File: config.mk
export PLATFORM = sky130hd
export DESIGN_NAME = regfile_mp
export DESIGN_NICKNAME = d
export VERILOG_FILES = /design/src/rtl/regfile_pkg.sv /design/src/rtl/regfile_scoreboard.sv /design/src/rtl/regfile_mp.sv
export SDC_FILE = /design/constraint.sdc
export NUM_CORES = 2
export LEC_CHECK = 0
export CELL_PAD_IN_SITES_DETAIL_PLACEMENT = 1
export CELL_PAD_IN_SITES_GLOBAL_PLACEMENT = 1
export CORE_UTILIZATION = 37
export CTS_CLUSTER_SIZE = 14
export DETAILED_ROUTE_END_ITERATION = 7
export DONT_BUFFER_PORTS = 1
export HOLD_SLACK_MARGIN = 0.12
export PLACE_DENSITY_LB_ADDON = 0.08
export SYNTH_ARGS = -nofsm -noshare
export SYNTH_HDL_FRONTEND = slang
export SYNTH_SLANG_ARGS = --single-unit
File: constraint.sdc
create_clock -name clk -period 2.72 [get_ports clk]
set_input_delay 0.408 -clock clk [delete_from_list [all_inputs] [get_ports clk]]
set_output_delay 0.408 -clock clk [all_outputs]
set_load 0.02 [all_outputs]
File: src/rtl/regfile_pkg.sv
// Shared constants and helpers for the multi-port register file.
//   XLEN_DEF  : default data width in bits
//   NREGS_DEF : default number of architectural registers
//   ZERO_IDX  : index of the register hardwired to zero when ZERO_REG=1
//   clog2()   : address width for a given register count
package regfile_pkg;

  localparam int XLEN_DEF  = 32;
  localparam int NREGS_DEF = 32;
  localparam int ZERO_IDX  = 0;

  function automatic int clog2(input int n);
    int r;
    r = 0;
    while ((1 << r) < n) r++;
    return r;
  endfunction

endpackage

File: src/rtl/regfile_scoreboard.sv
// Per-register busy bits for the multi-port register file.
// A register is reserved when an instruction naming it as destination issues,
// and released when any write port writes it back.
// Ports:
//   clk, reset (async, active-low)
//   we / wa    : write-back enables and packed addresses (release)
//   rsv_en     : reserve request, rsv_addr : register to reserve
//   busy_vec   : registered busy bit of every register
module regfile_scoreboard
  import regfile_pkg::*;
#(
  parameter int NREGS    = NREGS_DEF,
  parameter int NWR      = 2,
  parameter int ZERO_REG = 1,
  localparam int AW      = clog2(NREGS)
) (
  input  logic              clk,
  input  logic              reset,
  input  logic [NWR-1:0]    we,
  input  logic [NWR*AW-1:0] wa,
  input  logic              rsv_en,
  input  logic [AW-1:0]     rsv_addr,
  output logic [NREGS-1:0]  busy_vec
);

  logic [NREGS-1:0] busy_q;
  logic [NREGS-1:0] busy_d;

  // Releases are applied before the reserve, so a reserve and a write-back
  // of the same register in one cycle leaves it busy: the newly issued
  // producer owns the register from here on.
  always_comb begin
    busy_d = busy_q;
    for (int j = 0; j < NWR; j++) begin
      if (we[j]) busy_d[wa[j*AW +: AW]] = 1'b0;
    end
    if (rsv_en) busy_d[rsv_addr] = 1'b1;
    if (ZERO_REG != 0) busy_d[ZERO_IDX] = 1'b0;
  end

  always_ff @(posedge clk or negedge reset) begin
    if (!reset) busy_q <= '0;
    else        busy_q <= busy_d;
  end

  assign busy_vec = busy_q;

endmodule

File: src/rtl/regfile_mp.sv
// Parametrised multi-port integer register file with busy scoreboard.
// Ports:
//   clk, reset (async, active-low)
//   rd_addr/rd_data/rd_busy : NRD combinational read ports (packed per port)
//   we/wa/wd                : NWR write ports, highest index wins on conflict
//   rsv_en/rsv_addr         : reserve a destination register (busy bit set)
//   dbg_addr/dbg_data       : debug read of committed state, never bypassed
//   busy_vec                : full registered scoreboard
module regfile_mp
  import regfile_pkg::*;
#(
  parameter int XLEN     = XLEN_DEF,
  parameter int NREGS    = NREGS_DEF,
  parameter int NRD      = 2,
  parameter int NWR      = 2,
  parameter int BYPASS   = 1,
  parameter int ZERO_REG = 1,
  localparam int AW      = clog2(NREGS)
) (
  input  logic                clk,
  input  logic                reset,
  input  logic [NRD*AW-1:0]   rd_addr,
  output logic [NRD*XLEN-1:0] rd_data,
  output logic [NRD-1:0]      rd_busy,
  input  logic [NWR-1:0]      we,
  input  logic [NWR*AW-1:0]   wa,
  input  logic [NWR*XLEN-1:0] wd,
  input  logic                rsv_en,
  input  logic [AW-1:0]       rsv_addr,
  input  logic [AW-1:0]       dbg_addr,
  output logic [XLEN-1:0]     dbg_data,
  output logic [NREGS-1:0]    busy_vec
);

  logic [XLEN-1:0] rf_q [NREGS];
  logic [XLEN-1:0] rf_d [NREGS];
  logic [NWR-1:0]  we_eff;

  // Writes aimed at the zero register are dropped per port, so they never
  // shadow a lower-priority port writing a different register and never
  // feed the bypass path.
  always_comb begin
    we_eff = '0;
    for (int j = 0; j < NWR; j++) begin
      we_eff[j] = we[j] && !((ZERO_REG != 0) && (wa[j*AW +: AW] == AW'(ZERO_IDX)));
    end
  end

  // Ascending port order: a later (higher-index) port overwrites earlier ones.
  always_comb begin
    rf_d = rf_q;
    for (int j = 0; j < NWR; j++) begin
      if (we_eff[j]) rf_d[wa[j*AW +: AW]] = wd[j*XLEN +: XLEN];
    end
  end

  always_ff @(posedge clk or negedge reset) begin
    if (!reset) begin
      for (int i = 0; i < NREGS; i++) rf_q[i] <= '0;
    end else begin
      rf_q <= rf_d;
    end
  end

  regfile_scoreboard #(
    .NREGS    (NREGS),
    .NWR      (NWR),
    .ZERO_REG (ZERO_REG)
  ) u_scoreboard (
    .clk      (clk),
    .reset    (reset),
    .we       (we),
    .wa       (wa),
    .rsv_en   (rsv_en),
    .rsv_addr (rsv_addr),
    .busy_vec (busy_vec)
  );

  // Read ports: committed value, then (with BYPASS) the highest-index
  // matching write overrides it; an in-flight write also hides the busy bit
  // since the value being read is the one that releases it.
  always_comb begin
    rd_data = '0;
    rd_busy = '0;
    for (int k = 0; k < NRD; k++) begin
      rd_data[k*XLEN +: XLEN] = rf_q[rd_addr[k*AW +: AW]];
      rd_busy[k]              = busy_vec[rd_addr[k*AW +: AW]];
      if (BYPASS != 0) begin
        for (int j = 0; j < NWR; j++) begin
          if (we_eff[j] && (wa[j*AW +: AW] == rd_addr[k*AW +: AW])) begin
            rd_data[k*XLEN +: XLEN] = wd[j*XLEN +: XLEN];
            rd_busy[k]              = 1'b0;
          end
        end
      end
      if ((ZERO_REG != 0) && (rd_addr[k*AW +: AW] == AW'(ZERO_IDX))) begin
        rd_data[k*XLEN +: XLEN] = '0;
        rd_busy[k]              = 1'b0;
      end
    end
  end

  assign dbg_data = ((ZERO_REG != 0) && (dbg_addr == AW'(ZERO_IDX))) ? '0 : rf_q[dbg_addr];

endmodule

# [Word-level counts from Yosys, hierarchy flattened]
# Cells that the tools add are included.
[op_classes] addsub=0 mul=0 div_mod_pow=0 magnitude_cmp=15 n_eq_ne=4 n_shift=0 muxes=43 bitwise=10 reduce_logical=18
[op_table] cell="1024-bit bitwise mux" count=2
[op_table] cell="1024-bit 2-to-1 mux" count=2
[op_table] cell="32-bit 2-to-1 mux" count=18
[op_table] cell="32-bit binary-select mux with 5-bit select" count=3
[op_table] cell="32-bit demux with 5-bit select" count=2
[op_table] cell="32-bit AND" count=2
[op_table] cell="32-bit NOT" count=2
[op_table] cell="32-bit bitwise OR" count=1
[op_table] cell="6-bit greater-or-equal comparator, second input constant" count=5
[op_table] cell="5-bit by 6-bit < comparator with 1-bit output, second input constant" count=5
[op_table] cell="5-bit NOT with 6-bit output" count=5
[op_table] cell="5-bit zero test" count=5
[op_table] cell="5-bit equality test" count=4
[op_table] cell="1-bit demux with 5-bit select" count=3
[op_table] cell="5-bit by 1-bit greater-or-equal comparator with 1-bit output, second input constant" count=3
[op_table] cell="6-bit by 1-bit < comparator with 1-bit output, second input constant" count=2
[op_table] cell="1-bit logical AND" count=11
[op_table] cell="1-bit 2-to-1 mux" count=11
[op_table] cell="1-bit binary-select mux with 5-bit select" count=2
[op_table] cell="1-bit zero test" count=2
[word_totals] regBits=1055 latch_bits=0 mem_bits_rw=0 romBits=0 memories=0

# [Depth between registers and ports, before layout]
[logic_depth] word_depth=11 depth_mapped=11

# [Hierarchy]
# A second synthesis with hierarchy kept.
[hier_totals] hier_cells=7621 hier_area_um2=74851.8
[by_module_without_submodules] module="regfile_mp" n_inst=1 cells_per_inst=7467 area_per_inst_um2=73097.6
[by_module_without_submodules] module="regfile_scoreboard" n_inst=1 cells_per_inst=154 area_per_inst_um2=1754.2

# [Worst setup path after synthesis]
# Ideal clock, no wire load.
[synth_path] kind="input to output" startpoint="in rd_addr[1]" endpoint="out rd_data[10]" t_arrival_ps=2249 required_time_ps=2312 setup_slack_ps=63 cell_stages=9 cell_sequence="buf_2 > buf_4 > xor2_1 > nor3_1 > nand4_1 > nand3_1 > clkbuf_1 > nor2_1 > a211oi_1"
[synth_via] elab_chain_cells=7
[synth_lines] element="start: declaration" line_no="regfile_mp.sv:22" rtl="input logic [NRD*AW-1:0] rd_addr,"
[synth_lines] element="5-bit NOT with 6-bit output (implied by the code)" line_no="regfile_mp.sv:86" rtl="rd_data[k*XLEN +: XLEN] = rf_q[rd_addr[k*AW +: AW]];"
[synth_lines] element="32-bit binary-select mux with 5-bit select" line_no="regfile_mp.sv:86"
[synth_lines] element="32-bit 2-to-1 mux (implied by the code) (2 in series)" line_no="regfile_mp.sv:86"
[synth_lines] element="32-bit 2-to-1 mux (2 in series)" line_no="regfile_mp.sv:90" rtl="if (we_eff[j] && (wa[j*AW +: AW] == rd_addr[k*AW +: AW])) begin"
[synth_lines] element="32-bit 2-to-1 mux *" line_no="regfile_mp.sv:96" rtl="if ((ZERO_REG != 0) && (rd_addr[k*AW +: AW] == AW'(ZERO_IDX))) begin"
[synth_lines] element="end: declaration" line_no="regfile_mp.sv:23" rtl="output logic [NRD*XLEN-1:0] rd_data,"
# Every way passes the cells marked *; elsewhere a longest branch is shown, timed or not. The select of a mux whose other input is x is not followed.

# [Worst setup path after layout]
[layout_path] startpoint="in rd_addr[6]" endpoint="out rd_data[55]"
# The elaborated chain is that of the path after synthesis.

==> results.yml <==
floorplan:
  dieHeight_um: 451
  die_w_um: 451
  ios: 229
  rows: 164
  die_area_mm2: 0.203
  coreArea_mm2: 0.200
  start_util: 0.372
hold_path:
  holdCritPathClass: "in2async"
timing:
  rsz0062_at_grt: "true"
  max_slew_margin: 0.0816
  post-route-period-util: 1.21
  final-setup-viol-count: 98
  finalHoldViolations: 0
  fin_ws_ns: -0.566
  whs_ns: 0.199
  fin_crit_ns: 3.29
  worst_pin_slew_ns: 1.38
  max_freq_mhz: 304
  worst_clock_skew_ns: 0
  maxSlewViolCount: 0
critical_path:
  cp_cell_sequence: "mux4_2 -> mux4_2 -> o21ai_4 -> o21ai_4 -> buf_6"
  startpoint: "rd_addr[6]"
  worst_path_largest_cell_delay_ns: 0.86
  worstSetupEndpointType: "primary output"
  rr_worst_depth: 5
  rr_endpoint: "rf_q[426]"
  arrival_ns: 2.88
  rrSetupSlack_ns: 0.67
  cp_max_fo: 236
  worstSetupPathType: "in2out"
  cpMaxStageDelayCell: "mux4_2"
  endpoint: "rd_data[55]"
  r2r_start: "rf_q[426]"
  worstPathRequired_ns: 2.31
  cp-start-kind: "input pin"
drt:
  dr.pass1.iters: 7
  drc: 40
  avgRoutedWirePerCell_um: 39.0
  routed_wl_um: 377000
  vias: 63800
  vias_per_cell: 6.62
  first_iter_violations: 6875
  drtAntennaViolNets: 0
layout:
  fillers: 20900
  stdcell_count: 9651
  final_nets: 6981
  drive_gt1_frac: 0.282
  area_growth_pct: 21.0
global_route:
  grt_pass1_wl_um: 530000
  grt_max_degree: 258
  grt_pass1_vias: 65500
  grt_usage: 0.369
  gr-total-overflow: 0
  grt_antenna_before_repair: 13
clocking:
  cts_tree: "yes"
  cts.reportedPaths.clkPinSlew_ns: 0.06
  clk_path_buf_depth: 3
  cts_made_buffers: 138
  clock_sinks: 1055
  htreeDepth: 4
  cts_root_buf: "clkbuf_16"
  clkLatencyLatePin_ns: 0.82
place:
  gp_congestion: 0.845
  hpwl_um: 206000
  port-buffer-count: 0
  dp.cells: 8938
flow_run:
  drv_cap: 0
synthesis:
  yosysWarnings: 0
  async_flop_share: 1.00
  synthesis.nets: 6903
  ys.flop_type: "dfrtp_1"
  syn-cell-area_mm2: 0.0744
  ys_types: 59
  synth_edf_count: 0
  synth.avg_cell_area_um2: 10.9
  synth_cells: 6804
  synth-seq-cells: 1055
  ys_seq_area_frac: 0.355
power_and_ir_drop:
  power.total_mw: 64.2
  power.density_mw_per_mm2: 713
  p_leak_nw: 36.8
  peakVddDrop_v: 0.000740
run_status:
  status: "finished, violations left"
  violations: "design-rule violations, negative setup slack"
==> metrics by stage <==
step	worst slack [ns]	TNS (ns)	cell area, µm²	utilization
6_report	-0.566	-34.97	90100	0.451
5_1_grt	-0.575	-36.38	90000	0.451
4_1_cts	-0.621	-36.13	89100	0.446
3_5_place_dp	-0.460	-4.18	78500	0.393
3_3_place_gp	-0.507	-4.33	78500	0.393
2_1_floorplan	0.0630	0	74400	-
==> area by class of cell <==
class	instances	area, µm²	share of cell area
diodes	10	25.0	0.000278
clock buffers	192	3950	0.0438
clock inverters	51	621	0.00689
inverters	44	165	0.00183
multi-input cells	4813	46100	0.512
flip-flops and latches	1055	26400	0.293
well taps	2656	3320	0.0369
repair buffers	830	9460	0.105
==> where the power goes <==
part	internal [mW]	switching, mW	total, mW
sequential	19.8	4.39	24.1
combinational	12.2	8.68	20.9
clock	11.0	8.09	19.1
==> worst min path at each step <==
stage          start        end  slack (ns)  depth (start not counted)
6_report       reset   rf_q[64]        0.20                          2
2_1_floorplan  reset    rf_q[0]        0.11                          0
5_1_grt        reset    rf_q[0]        0.21                          2
3_3_place_gp   reset    rf_q[0]        0.39                          1
3_5_place_dp   reset   rf_q[64]        0.39                          1
4_1_cts        wa[9]  rf_q[988]        0.15                          5
==> layout by cell type, fill, tap and decap left out, types with 171 or more instances in the layout <==
cell and n:
a21oi_1 616, mux4_2 845, dfrtp_1 1055, buf_12 171, mux2i_1 1017, nand2_1 611
buf_4 285, dlygate4sd3_1 281, nor2_1 582, o21ai_0 440
==> cell families after synthesis <==
family,after synthesis,synth area share
flip-flops,1055,0.355
XOR/XNOR,20,0.00235
other,1,0.0000504
buffers and inverters,936,0.0565
AND/OR/NAND/NOR,1404,0.0743
AO/OA/AOI/OAI,1462,0.110
multiplexers,1926,0.402
==> sequential cells by signal, indices dropped and copies added (netlist names) <==
register and count:
u_scoreboard.busy_vec 31, rf_q 1024
==> Yosys cell counts (9+ instances only) <==
cell	count	area, µm²
a211oi_1	32	240
a21oi_1	618	3090
a221o_1	30	300
a221oi_1	33	289
a22oi_1	33	248
a31oi_1	61	382
a32o_1	9	90.1
and3_1	13	81.3
buf_1	82	308
buf_2	175	876
buf_4	45	338
buf_6	19	214
clkbuf_1	556	2090
dfrtp_1	1055	26400
inv_1	43	161
mux2_2	61	687
mux2i_1	1018	10200
mux4_2	845	19000
nand2_1	679	2550
nand3_1	13	65.1
nor2_1	639	2400
nor3_1	10	50.1
o21ai_0	442	2210
o21ai_1	98	490
o221ai_1	62	543
o22ai_1	31	194
xor2_1	20	175
==> layer usage <==
layer  vias to the layer above  global-route usage  wire [µm]
met5                         -                   0         34
met2                      3176               0.585     176000
met1                     34200               0.482     151000
met4                         6               0.203      22100
li1                      25600                   -          -
met3                       881              0.0622      27300
==> critical path: cells and delay by family <==
family,cells,cell delay (ns)
mux,2,1.39
compound gates,2,0.37
buf+inv,1,0.16
==> timing repair <==
item | CTS | global route
buffers inserted | 84 | 60
endpoints found under the hold margin | 1788 | 0
pin swaps | 85 | 85
setup endpoints to repair | 98 | 102
hold buffers | 341 | 0
resized for setup | 314 | 130
(Power assumes the default switching activity.)
